$ cat config.mk
export PLATFORM = sky130hd
export DESIGN_NAME = digit_entry_writer
export DESIGN_NICKNAME = d
export VERILOG_FILES = /design/src/rtl/digit_entry_writer.sv
export SDC_FILE = /design/constraint.sdc
export NUM_CORES = 1
export LEC_CHECK = 0
export CAP_MARGIN = 20
export CORE_AREA = 2 2 85 87
export CTS_CLUSTER_SIZE = 14
export DETAILED_ROUTE_END_ITERATION = 10
export DIE_AREA = 0 0 87 89
export GPL_TIMING_DRIVEN = 0
export PLACE_DENSITY_LB_ADDON = 0.2
export SYNTH_ARGS = -nofsm -noshare
export SYNTH_HDL_FRONTEND = slang
export SYNTH_SLANG_ARGS = --single-unit
$ cat constraint.sdc
create_clock -name clk -period 5 [get_ports clk]
set_clock_uncertainty 0.05 [all_clocks]
set_input_delay 0.5 -clock clk [delete_from_list [all_inputs] [get_ports clk]]
set_output_delay 0.5 -clock clk [all_outputs]
set_load 0.05 [all_outputs]
$ cat src/rtl/digit_entry_writer.sv
// Digit entry writer: accepts keypad events through a valid/ready handshake,
// builds a BCD working buffer of up to four digits, commits it on enter, and
// copies the buffer to the display word only at the start of a vertical sync.
module digit_entry_writer #(
    parameter int VSYNC_ACTIVE_LOW = 1,
    parameter int MAX_DIGITS       = 4
) (
    input  logic        clk,
    input  logic        reset,
    input  logic        key_valid,
    input  logic [4:0]  key_code,
    output logic        key_ready,
    input  logic        vga_v_sync,
    output logic [15:0] numbers,
    output logic [15:0] value,
    output logic        value_valid,
    output logic [2:0]  digit_count,
    output logic        key_error
);

    typedef enum logic [1:0] {
        IDLE   = 2'd0,
        EXEC   = 2'd1,
        COMMIT = 2'd2
    } state_t;

    localparam logic SYNC_IDLE_LEVEL = (VSYNC_ACTIVE_LOW != 0) ? 1'b1 : 1'b0;

    localparam logic [4:0] KEY_BACKSPACE = 5'h10;
    localparam logic [4:0] KEY_CLEAR     = 5'h11;
    localparam logic [4:0] KEY_ENTER     = 5'h12;

    state_t      state_r;
    logic [4:0]  op_code_r;
    logic [15:0] shadow_r;

    logic [15:0] shadow_next_s;
    logic [2:0]  count_next_s;
    logic        error_next_s;
    logic        commit_s;

    logic        vs_meta_r;
    logic        vs_sync_r;
    logic        vs_prev_r;
    logic        sync_start_s;

    // Ready is a pure decode of the state register, so it cannot glitch on key_valid.
    assign key_ready = (state_r == IDLE);

    // Work out the buffer contents that the latched key produces when EXEC retires.
    always_comb begin
        shadow_next_s = shadow_r;
        count_next_s  = digit_count;
        error_next_s  = 1'b0;
        commit_s      = 1'b0;
        if ((op_code_r[4] == 1'b0) && (op_code_r[3:0] <= 4'd9)) begin
            if (digit_count < 3'(MAX_DIGITS)) begin
                for (int k = 0; k < 4; k++) begin
                    if (digit_count == 3'(k)) begin
                        shadow_next_s[4*k +: 4] = op_code_r[3:0];
                    end else begin
                        shadow_next_s[4*k +: 4] = shadow_next_s[4*k +: 4];
                    end
                end
                count_next_s = digit_count + 3'd1;
            end else begin
                // Buffer full: the digit is dropped and flagged.
                error_next_s = 1'b1;
            end
        end else begin
            case (op_code_r)
                KEY_BACKSPACE: begin
                    if (digit_count != 3'd0) begin
                        for (int k = 0; k < 4; k++) begin
                            if (digit_count == 3'(k + 1)) begin
                                shadow_next_s[4*k +: 4] = 4'h0;
                            end else begin
                                shadow_next_s[4*k +: 4] = shadow_next_s[4*k +: 4];
                            end
                        end
                        count_next_s = digit_count - 3'd1;
                    end else begin
                        // Backspace on an empty buffer is silently ignored.
                        count_next_s = 3'd0;
                    end
                end
                KEY_CLEAR: begin
                    shadow_next_s = 16'h0000;
                    count_next_s  = 3'd0;
                end
                KEY_ENTER: begin
                    shadow_next_s = 16'h0000;
                    count_next_s  = 3'd0;
                    commit_s      = 1'b1;
                end
                default: begin
                    error_next_s = 1'b1;
                end
            endcase
        end
    end

    // Handshake FSM plus the working buffer, commit register and pulse outputs.
    always_ff @(posedge clk or posedge reset) begin
        if (reset) begin
            state_r     <= IDLE;
            op_code_r   <= 5'h00;
            shadow_r    <= 16'h0000;
            digit_count <= 3'd0;
            value       <= 16'h0000;
            value_valid <= 1'b0;
            key_error   <= 1'b0;
        end else begin
            key_error <= 1'b0;
            case (state_r)
                IDLE: begin
                    if (key_valid) begin
                        op_code_r <= key_code;
                        state_r   <= EXEC;
                    end else begin
                        state_r   <= IDLE;
                    end
                end
                EXEC: begin
                    shadow_r    <= shadow_next_s;
                    digit_count <= count_next_s;
                    key_error   <= error_next_s;
                    if (commit_s) begin
                        value       <= shadow_r;
                        value_valid <= 1'b1;
                        state_r     <= COMMIT;
                    end else begin
                        state_r     <= IDLE;
                    end
                end
                COMMIT: begin
                    value_valid <= 1'b0;
                    state_r     <= IDLE;
                end
                default: begin
                    value_valid <= 1'b0;
                    state_r     <= IDLE;
                end
            endcase
        end
    end

    // Detect the synchronized sync-start transition from the previous sample.
    always_comb begin
        if (VSYNC_ACTIVE_LOW != 0) begin
            sync_start_s = vs_prev_r & ~vs_sync_r;
        end else begin
            sync_start_s = ~vs_prev_r & vs_sync_r;
        end
    end

    // Resynchronize vsync and latch the display word once per frame.
    always_ff @(posedge clk or posedge reset) begin
        if (reset) begin
            vs_meta_r <= SYNC_IDLE_LEVEL;
            vs_sync_r <= SYNC_IDLE_LEVEL;
            vs_prev_r <= SYNC_IDLE_LEVEL;
            numbers   <= 16'h0000;
        end else begin
            vs_meta_r <= vga_v_sync;
            vs_sync_r <= vs_meta_r;
            vs_prev_r <= vs_sync_r;
            // shadow_r here is the pre-update value when an EXEC exit coincides.
            if (sync_start_s) begin
                numbers <= shadow_r;
            end else begin
                numbers <= numbers;
            end
        end
    end

endmodule

Word level (Yosys, flattened, before mapping). Index checks and enable logic that the tools add are counted. Widths: inputs -> output; s select.

Flip-flop bits (word level): 63. Input port bits: 9. Output and inout bits: 38. Word-level logic and storage cells: 83.

Add/subtract/negate cells: 2. $lt $le $gt $ge: 2. Eq/ne operators: 19. Mux-type cells: 27. Bitwise logic cells: 4. Reduce and logical (&&, ||, !) cells: 15.

Operators with widths (count): $mux 16 (3); $mux 4 (8); $pmux 16 s2 (1); $reduce_and 6->1 (4); $eq 5x5->1 const B (3); $ne 3x3->1 const B (5); $ne 2x1->1 const B (5); $mux 3 (3); $mux 1 (8); $eq 3x2->1 const B (2); $pmux 3 s2 (1); $reduce_and 2->1 (3); $reduce_bool 3->1 (2); $le 4x4->1 const B (1); $pmux 2 s2 (1); $add 3x1->3 const B (1); $eq 3x1->1 const B (1); $eq 3x3->1 const B (1); $logic_not 3->1 (1); $lt 3x3->1 const B (1); $not 1->1 (3); $reduce_and 3->1 (1); $reduce_or 3->1 (1); $sub 3x1->3 const B (1); other kinds (8) (8).

Depth between registers and ports, before layout. Gate-level depths: netlist of the first run.

Depth after elaboration: 5. Mapped depth: 7. Depth with buffers taken out: 7.

Least setup slack after synthesis of the first run. OpenSTA, ideal clock, no wires.

Path kind: register to register. Start: register digit_count[0]. End: register shadow_r[4]. Library setup time: 125 ps. Arrival: 2087 ps. Data required time: 4825 ps. Setup slack: 2738 ps. Stages on the path, launching flop included: 6. Buffers on the path: 0. Period minus slack after synthesis: 2262 ps. Cells stage by stage: dfrtp_1 -> inv_1 -> ha_1 -> or2_2 -> a221oi_2 -> mux2_2.

Word-level cells in the longest chain between the ends: 3. Elaborated cells on any way between the ends: 9. Classes of those cells: order compare: 1; eq/ne: 6; reduce/logical: 2.

RTL lines: start: declaration (RTL line 17) `output logic [2:0] digit_count,`; start signal: assignment (RTL line 126) `digit_count <= count_next_s;`; $lt 3x3->1 (tied with other cells) (RTL line 57) `if (digit_count < 3'(MAX_DIGITS)) begin`; $ne 2x1->1 (no source line) or $ne 3x3->1 (tied branches); $reduce_and 6->1 (no source line) (*); end signal: assignment (RTL line 125) `shadow_r <= shadow_next_s;`; end: declaration (RTL line 35) `logic [15:0] shadow_r;`.

Every way passes the cells marked *; elsewhere a longest branch is shown, timed or not. A chain may end at the register's enable or synchronous reset.

Worst setup path after layout of the first run.
Start: register state_r[1]. End: output key_ready.

Word-level cells in the longest chain between the ends: 1.

RTL lines: start: declaration (RTL line 33) `state_t state_r;`; start signal: assignment (RTL line 106) `state_r <= IDLE;`; start signal: assignment (RTL line 119) `state_r <= EXEC;`; start signal: assignment (RTL line 121) `state_r <= IDLE;`; $logic_not 2->1 (RTL line 48) `assign key_ready = (state_r == IDLE);`; end: declaration (RTL line 12) `output logic key_ready,`.

Every way passes these cells.

==> results of run 1 <==
==> flip-flops by register name, indices dropped and copies added, names as in the netlist <==
| signal | flops |
|---|---|
| value_valid | 1 |
| vs_meta_r | 1 |
| op_code_r | 5 |
| vs_prev_r | 1 |
| state_r | 2 |
| digit_count | 3 |
| key_error | 1 |
| value | 16 |
| shadow_r | 16 |
| numbers | 16 |
| vs_sync_r | 1 |
==> metrics by stage <==
step                setup slack (ns)  utilization [%]  instance area [um2]  cells  hold slack, ns
detailed placement             2.803            48.29                 3244    346          0.2968
global placement               1.773            47.99                 3224    345          0.2975
floorplan                      2.738                -                 2664    219          0.2952
CTS                            2.727            50.78                 3412    362          0.3063
global route                   2.651            50.78                 3412    362          0.3114
finish                         2.764            50.78                 3412    362          0.3054
==> power groups by stage <==
stage / Sequential, mW / Combinational [mW] / Clock [mW]
6_report: 0.792 / 0.895 / 0.383
5_1_grt: 0.820 / 0.954 / 0.418
4_1_cts: 0.796 / 0.903 / 0.390
3_5_place_dp: 0.805 / 0.900 / 0
3_3_place_gp: 0.798 / 0.888 / 0
2_1_floorplan: 1.12 / 0.288 / 0
==> final cells by class <==
cell class                      instances  area (um2)
Sequential cell                        63        1580
Multi-Input combinational cell        141        1022
Timing Repair Buffer                   47       480.5
Buffer                                  7       31.28
Inverter                                8       30.03
Clock inverter                          4       22.52
Tap cell                               80       100.1
Fill cell                             623        3307
Clock buffer                           12       145.1
==> synth_stat cells, drive strengths merged <==
cell type and number:
buf 2, dfrtp 60, and2 5, a221o 1, nor2b 1, o21ai 6, or4 1, a221oi 3
inv 8, nor3b 1, or2 3, ha 6, a21oi 5, nor4 2, mux2 37, nand2 54
o31a 1, clkbuf 5, o21bai 2, nand2b 5, o32ai 1, nor3 2, xnor2 1, nor2 3
nand3 1, dfstp 3
==> final timing paths <==
path                               from      endpoint  cells past startpoint
min in group asynchronous         reset  shadow_r[14]                      2
max in group asynchronous         reset  op_code_r[4]                      3
min reg2reg                   vs_meta_r     vs_sync_r                      0
min                           vs_meta_r     vs_sync_r                      0
max reg2reg                op_code_r[2]   shadow_r[5]                      5
max                          state_r[1]     key_ready                      2
==> metal layers <==
layer	vias up	track usage (%)	part of all wire, %
met5	-	0	0
met1	866	20.56	48
met3	12	2.862	3.1
met4	0	7.244	2.2
met2	35	23.66	47
li1	857	-	-
==> cell families after synthesis <==
kind of cell | Yosys count | share of synthesized area [%]
AOI/OAI and AO/OA | 19 | 5.824
xor gates and xnor gates | 1 | 0.3289
adders and majority gates | 6 | 2.818
buffers and inverters | 15 | 2.302
DFF | 63 | 59.32
muxes | 37 | 16.21
and+or+nand+nor | 78 | 13.20
==> placed cells by master, fill, tap and decap left out, drive strengths merged, types with 5 or more instances in the layout <==
cell type,n
mux2,37
nand2,54
clkbuf,17
inv,8
and2,5
a21oi,5
o21ai,6
ha,6
clkdlybuf4s50,46
nand2b,5
dfrtp,60
==> results.yml, run 1 <==
cts:
  post_cts_buffers: 0
  insertion_delay_ns: 0.34
  cts_resized: 0
  cts_root_buf: "clkbuf_8"
  clockBufferDepth: 2
  path_clk_slew_ns: 0.06
  hold_buffers: 0
  cts_num_sinks: 63
  cts_tree: "done"
  h-tree-depth: 3
  numCtsBuffers: 9
floorplan:
  die-area_mm2: 0.007743
  core-area_mm2: 0.006719
  rows: 30
  die_y_um: 89
  die_w_um: 87
  initial_core_util_pct: 39.65
  ioPinCount: 47
setup_path:
  r2r_slack_ns: 2.78
  critPathMaxStageDelay_ns: 0.82
  cp_top_family: "buffers and inverters"
  crit_chain: "nor2_1, clkdlybuf4s50_1"
  cp.arrival_ns: 1.69
  critical_path.slowest_cell: "clkdlybuf4s50_1"
  end_kind: "primary output"
  path_buf_inv: 1
  worstPathRequired_ns: 4.45
  crit_type: "flip-flop to primary output"
  critPathLaunchType: "flip-flop"
  crit_fanout: 3
routing:
  wire_per_inst_um: 14.34
  num_vias: 1770
  drt-initial-drc-count: 80
  antenna_left: 0
  first_pass_iters: 4
  drc: 0
  vias_per_cell: 4.890
  routed_wirelength_um: 5190
logic_synthesis:
  yosys_warnings: 0
  netlist.area_leader.share_pct: 56.36
  ys_ff_latch: 63
  ys_seq_area_share_pct: 59.32
  synth.net_count: 234
  avgSynthCellArea_um2: 12.16
  yosysUniqueCellTypes: 32
  syn_inst: 219
  synthTopCellsByArea: "dfrtp_1 (56%), mux2_2 (14%), nand2_1 (7.6%)"
  synth_largest_area_cell: "dfrtp_1"
  synth_area_mm2: 0.002664
timing:
  tns_ns: 0
  fin_crit_sh_pct: 44.72
  setup_viol: 0
  finalCriticalPeriod_ns: 2.236
  finalHoldViolCount: 0
  slew_violations: 0
  worst_pin_slew_ns: 0.9004
  relSlewSlack_pct: 39.42
  timing.fmax_mhz: 447.2
  rsz0062_at_grt: "false"
global_route:
  grt_pass1_wl_um: 8921
  grt_max_degree: 38
  globalRouteTotalUtil_pct: 15.18
  antenna_found_initial: 0
  grt_pass1_vias: 1786
  grt_remaining_overflow: 0
pwr:
  internal_power_mw: 1.210
  power_switching_mw: 0.8602
  power_frac_clock_pct: 18.5
  p_seq_share_pct: 38.3
  pwr-share-comb_pct: 43.2
  p_sw_share_pct: 41.56
  p_leak_nw: 1.617
  power_mw: 2.070
  power_density_mw_per_mm2: 606.7
  ir_drop_v: 0.0002946
final_layout:
  final_nets: 292
  area_growth_pct: 28.09
  antennaDiodeCount: 0
  drive_gt1_share_pct: 24.11
run:
  drv_cap: 0
worst_hold_path:
  min_path_type: "flip-flop to flip-flop"
outcome:
  status: "completed"
placement:
  place_congestion: 0.7655
  hpwl_um: 3633
  portBuffers: 46
(Power assumes the default switching activity.)
==> run 2, diff against run 1 <==
==> constraint.sdc (replaced) <==
create_clock -name clk -period 2.1 [get_ports clk]
set_clock_uncertainty 0.05 [all_clocks]
set_input_delay 0.21 -clock clk [delete_from_list [all_inputs] [get_ports clk]]
set_output_delay 0.21 -clock clk [all_outputs]
set_load 0.05 [all_outputs]
==> run 2 against run 1 <==
Compared with the run above:
- hold slack worse by 0.078 ns
- cell area is 3.0% higher
- critical path depth is 3 higher
- first-iteration DRC count is 25% lower
==> results.yml, run 2 (synthesis results as in run 1) <==
outcome:
  status: "completed"
final_layout:
  fin_util_pct: 52.33
  antennaDiodeCount: 0
  drive_gt1_share_pct: 28.47
  finalInstanceArea_mm2: 0.003516
  area_growth_pct: 31.99
  final_nets: 291
  nFillCells: 583
  final_cell_mix: "nand2_1 (54), dfrtp_1 (54), clkdlybuf4s50_1 (46)"
  reg_top3: "numbers (16), shadow_r (16), value (16)"
  final_cells: 361
setup_path:
  crit_fanout: 8
  end_kind: "flip-flop"
  cp-endpoint: "shadow_r[9]"
  cp.arrival_ns: 2.22
  startpoint: "op_code_r[2]"
  regToRegStartpoint: "op_code_r[2]"
  crit_type: "flip-flop to flip-flop"
  reg2reg_to: "shadow_r[9]"
  critPathLaunchType: "flip-flop"
  r2r_slack_ns: 0.04
  reg2reg_depth: 5
  worstPathRequired_ns: 2.26
floorplan:
  die_y_um: 89
  ioPinCount: 47
  rows: 30
  initial_core_util_pct: 39.65
  die-area_mm2: 0.007743
  core-area_mm2: 0.006719
  die_w_um: 87
global_route:
  globalRouteTotalUtil_pct: 15.06
  grt_remaining_overflow: 0
  grt_max_degree: 36
  grt_pass1_wl_um: 8694
  grt_pass1_vias: 1729
  antenna_found_initial: 0
timing:
  finalCriticalPeriod_ns: 2.059
  worst_pin_slew_ns: 0.6358
  fin_ws_ns: 0.04141
  timing.fmax_mhz: 485.8
  relSlewSlack_pct: 57.55
  slew_violations: 0
  fin_crit_sh_pct: 98.03
  tns_ns: 0
  whs_ns: 0.2276
  finalHoldViolCount: 0
  setup_viol: 0
run:
  drv_cap: 0
cts:
  cts_root_buf: "clkbuf_8"
  insertion_delay_ns: 0.33
  h-tree-depth: 3
  cts_tree: "done"
  path_clk_slew_ns: 0.08
  clockBufferDepth: 2
  cts_num_sinks: 63
  hold_buffers: 0
  numCtsBuffers: 9
worst_hold_path:
  min_path_type: "input pin to asynchronous set/reset pin"
routing:
  antenna_left: 0
  routed_wirelength_um: 5275
  drc: 0
  num_vias: 1725
  vias_per_cell: 4.778
  first_pass_iters: 4
  drt-initial-drc-count: 60
  wire_per_inst_um: 14.61
placement:
  hpwl_um: 3572
  dpl_cell_area_mm2: 0.003248
  place_congestion: 0.7706
  pre_cts_slack_ns: -0.09287
  dp_cells: 346
  portBuffers: 46
pwr:
  p_leak_nw: 1.621
  power_mw: 5.031
  power_density_mw_per_mm2: 1431
  ir_drop_v: 0.0008031
[run 2: worst min path at each step]
stage          startpoint          end  slack, ns  cells past startpoint
2_1_floorplan  vga_v_sync    vs_meta_r       0.16                      0
3_3_place_gp    vs_meta_r    vs_sync_r       0.30                      0
3_5_place_dp    vs_meta_r    vs_sync_r       0.30                      0
4_1_cts        vga_v_sync    vs_meta_r       0.22                      1
5_1_grt        vga_v_sync    vs_meta_r       0.23                      1
6_report            reset  shadow_r[4]       0.23                      2
[run 2: report_power, final]
part | switching [mW] | internal [mW]
combinational | 1.35 | 0.855
sequential | 0.296 | 1.61
clock | 0.467 | 0.455
[run 2: final cells by class]
type / instances / area, um2 / share of cell area [%]
repair buffers: 48 / 488.0 / 13.88
multi-input cells: 141 / 1119 / 31.81
plain buffers: 5 / 23.77 / 0.6762
clock buffers: 12 / 145.1 / 4.128
inverters: 8 / 30.03 / 0.8541
well taps: 80 / 100.1 / 2.847
flip-flops and latches: 63 / 1588 / 45.16
clock inverters: 4 / 22.52 / 0.6406
[run 2: worst max-delay path: stages (launching register included)]
cell	delay, ns
dfrtp_2	0.48
or2_2	0.36
a21oi_4	0.17
o21bai_4	0.16
a221o_2	0.40
mux2_4	0.31
[run 2: per-layer routing]
metal	track usage (%)	vias to the layer above	wire length, um
li1	-	851	-
met5	0	-	0
met3	4.432	5	184
met1	21.02	837	2619
met2	22.07	32	2418
met4	6.108	0	53
[run 2: what timing repair did]
action,in CTS,in global routing
setup endpoints to repair,35,26
pin swaps,0,2
setup buffers,0,1
resized for setup,4,13
cloned,0,0
==> run 3, diff against run 2 <==
--- a/config.mk
+++ b/config.mk
@@ -11,7 +11,6 @@
 export DETAILED_ROUTE_END_ITERATION = 10
 export DIE_AREA = 0 0 87 89
 export GPL_TIMING_DRIVEN = 0
-export PLACE_DENSITY_LB_ADDON = 0.2
 export SYNTH_ARGS = -nofsm -noshare
 export SYNTH_HDL_FRONTEND = slang
 export SYNTH_SLANG_ARGS = --single-unit
==> run 3 against run 2 <==
Compared with the run above:
- fmax rose by 1.7%
- global-route usage is 0.37 points higher
- via count is 3.9% higher
==> results.yml, run 3 (synthesis results as in run 1) <==
final_layout:
  final_nets: 295
  reg_top3: "numbers (16), shadow_r (16), value (16)"
  antennaDiodeCount: 0
  area_growth_pct: 35.27
  layout_commonest_cell: "nand2_1"
  nFillCells: 595
  final_cells: 365
  drive_gt1_share_pct: 30.53
  final_cell_mix: "nand2_1 (54), dfrtp_1 (53), clkdlybuf4s50_1 (46)"
  fin_util_pct: 53.63
  finalInstanceArea_mm2: 0.003603
global_route:
  grt_remaining_overflow: 0
  antenna_found_initial: 0
  grt_pass1_wl_um: 8976
  grt_pass1_vias: 1781
  grt_max_degree: 36
  globalRouteTotalUtil_pct: 15.43
setup_path:
  critPathLaunchType: "flip-flop"
  regToRegStartpoint: "op_code_r[4]"
  crit_fanout: 8
  reg2reg_to: "shadow_r[9]"
  cp.arrival_ns: 2.19
  end_kind: "flip-flop"
  worstPathRequired_ns: 2.27
  reg2reg_depth: 5
  r2r_slack_ns: 0.08
  crit_type: "flip-flop to flip-flop"
  startpoint: "op_code_r[4]"
  cp-endpoint: "shadow_r[9]"
floorplan:
  die-area_mm2: 0.007743
  die_y_um: 89
  ioPinCount: 47
  rows: 30
  initial_core_util_pct: 39.65
  die_w_um: 87
  core-area_mm2: 0.006719
routing:
  wire_per_inst_um: 14.86
  drc: 0
  num_vias: 1793
  antenna_left: 0
  vias_per_cell: 4.912
  drt-initial-drc-count: 37
  routed_wirelength_um: 5423
  first_pass_iters: 4
timing:
  fin_crit_sh_pct: 96.39
  relSlewSlack_pct: 59.43
  finalHoldViolCount: 0
  setup_viol: 0
  timing.fmax_mhz: 494.0
  finalCriticalPeriod_ns: 2.024
  worst_pin_slew_ns: 0.6076
  slew_violations: 0
cts:
  cts_tree: "done"
  path_clk_slew_ns: 0.07
  numCtsBuffers: 9
  insertion_delay_ns: 0.33
  hold_buffers: 0
  cts_root_buf: "clkbuf_8"
  clockBufferDepth: 2
  cts_num_sinks: 63
  h-tree-depth: 3
pwr:
  p_seq_share_pct: 35.8
  p_leak_nw: 1.669
  internal_power_mw: 3.178
  power_frac_clock_pct: 21.9
  ir_drop_v: 0.0007927
  p_sw_share_pct: 40.03
  power_density_mw_per_mm2: 1470
  power_switching_mw: 2.121
  pwr-share-comb_pct: 42.3
  power_mw: 5.299
worst_hold_path:
  min_path_type: "input pin to asynchronous set/reset pin"
placement:
  hpwl_um: 3665
  portBuffers: 46
  dp_cells: 346
  dpl_cell_area_mm2: 0.003248
  place_congestion: 0.7660
run:
  drv_cap: 0
outcome:
  status: "completed"
[run 3: through the flow]
step                hold WS [ns]  setup TNS [ns]  worst slack, ns
finish                    0.2186               0          0.07587
global route              0.2357       -0.001427        -0.001427
CTS                       0.2241               0         0.007466
detailed placement        0.2985          -1.371          -0.1108
global placement          0.2979          -53.54           -1.055
floorplan                 0.1645               0          0.02127
[run 3: worst max-delay path: stages, from the launching register on]
cell,delay (ns)
dfrtp_2,0.47
or2_1,0.31
a21oi_4,0.19
o21bai_4,0.16
a221o_2,0.41
mux2_4,0.32
[run 3: area by class of cell]
cell class,count,area [um2],area share [%]
multi-input cells,141,1117,31.01
well taps,80,100.1,2.778
flip-flops and latches,63,1589,44.10
clock inverters,6,83.83,2.326
clock buffers,10,137.6,3.819
repair buffers,52,518.0,14.37
inverters,8,32.53,0.9028
plain buffers,5,25.02,0.6944
[run 3: worst min path at each step]
stage,end,start
after floorplan,vs_meta_r,vga_v_sync
after global placement,vs_sync_r,vs_meta_r
after detailed placement,vs_sync_r,vs_meta_r
after CTS,vs_meta_r,vga_v_sync
after global routing,vs_meta_r,vga_v_sync
final,value[14],reset
[run 3: power by group through the flow]
stage	registers (mW)	logic [mW]	clock network [mW]
after floorplan	2.67	0.685	0
after global placement	1.91	2.11	0
after detailed placement	1.92	2.14	0
after CTS	1.91	2.20	1.19
after global routing	1.96	2.39	1.23
final	1.90	2.24	1.16
[run 3: timing repair]
item | 4_1_cts | 5_1_grt
pin swaps | 0 | 1
setup buffers | 0 | 5
resized for setup | 13 | 9
endpoints found under the setup margin | 27 | 33
[run 3: layer usage]
layer	GRT usage, %	routed length (um)	share of wire, %
met1	20.20	2526	47
met2	24.36	2628	48
met3	3.416	162	3.0
met4	7.670	106	2.0
met5	0	0	0
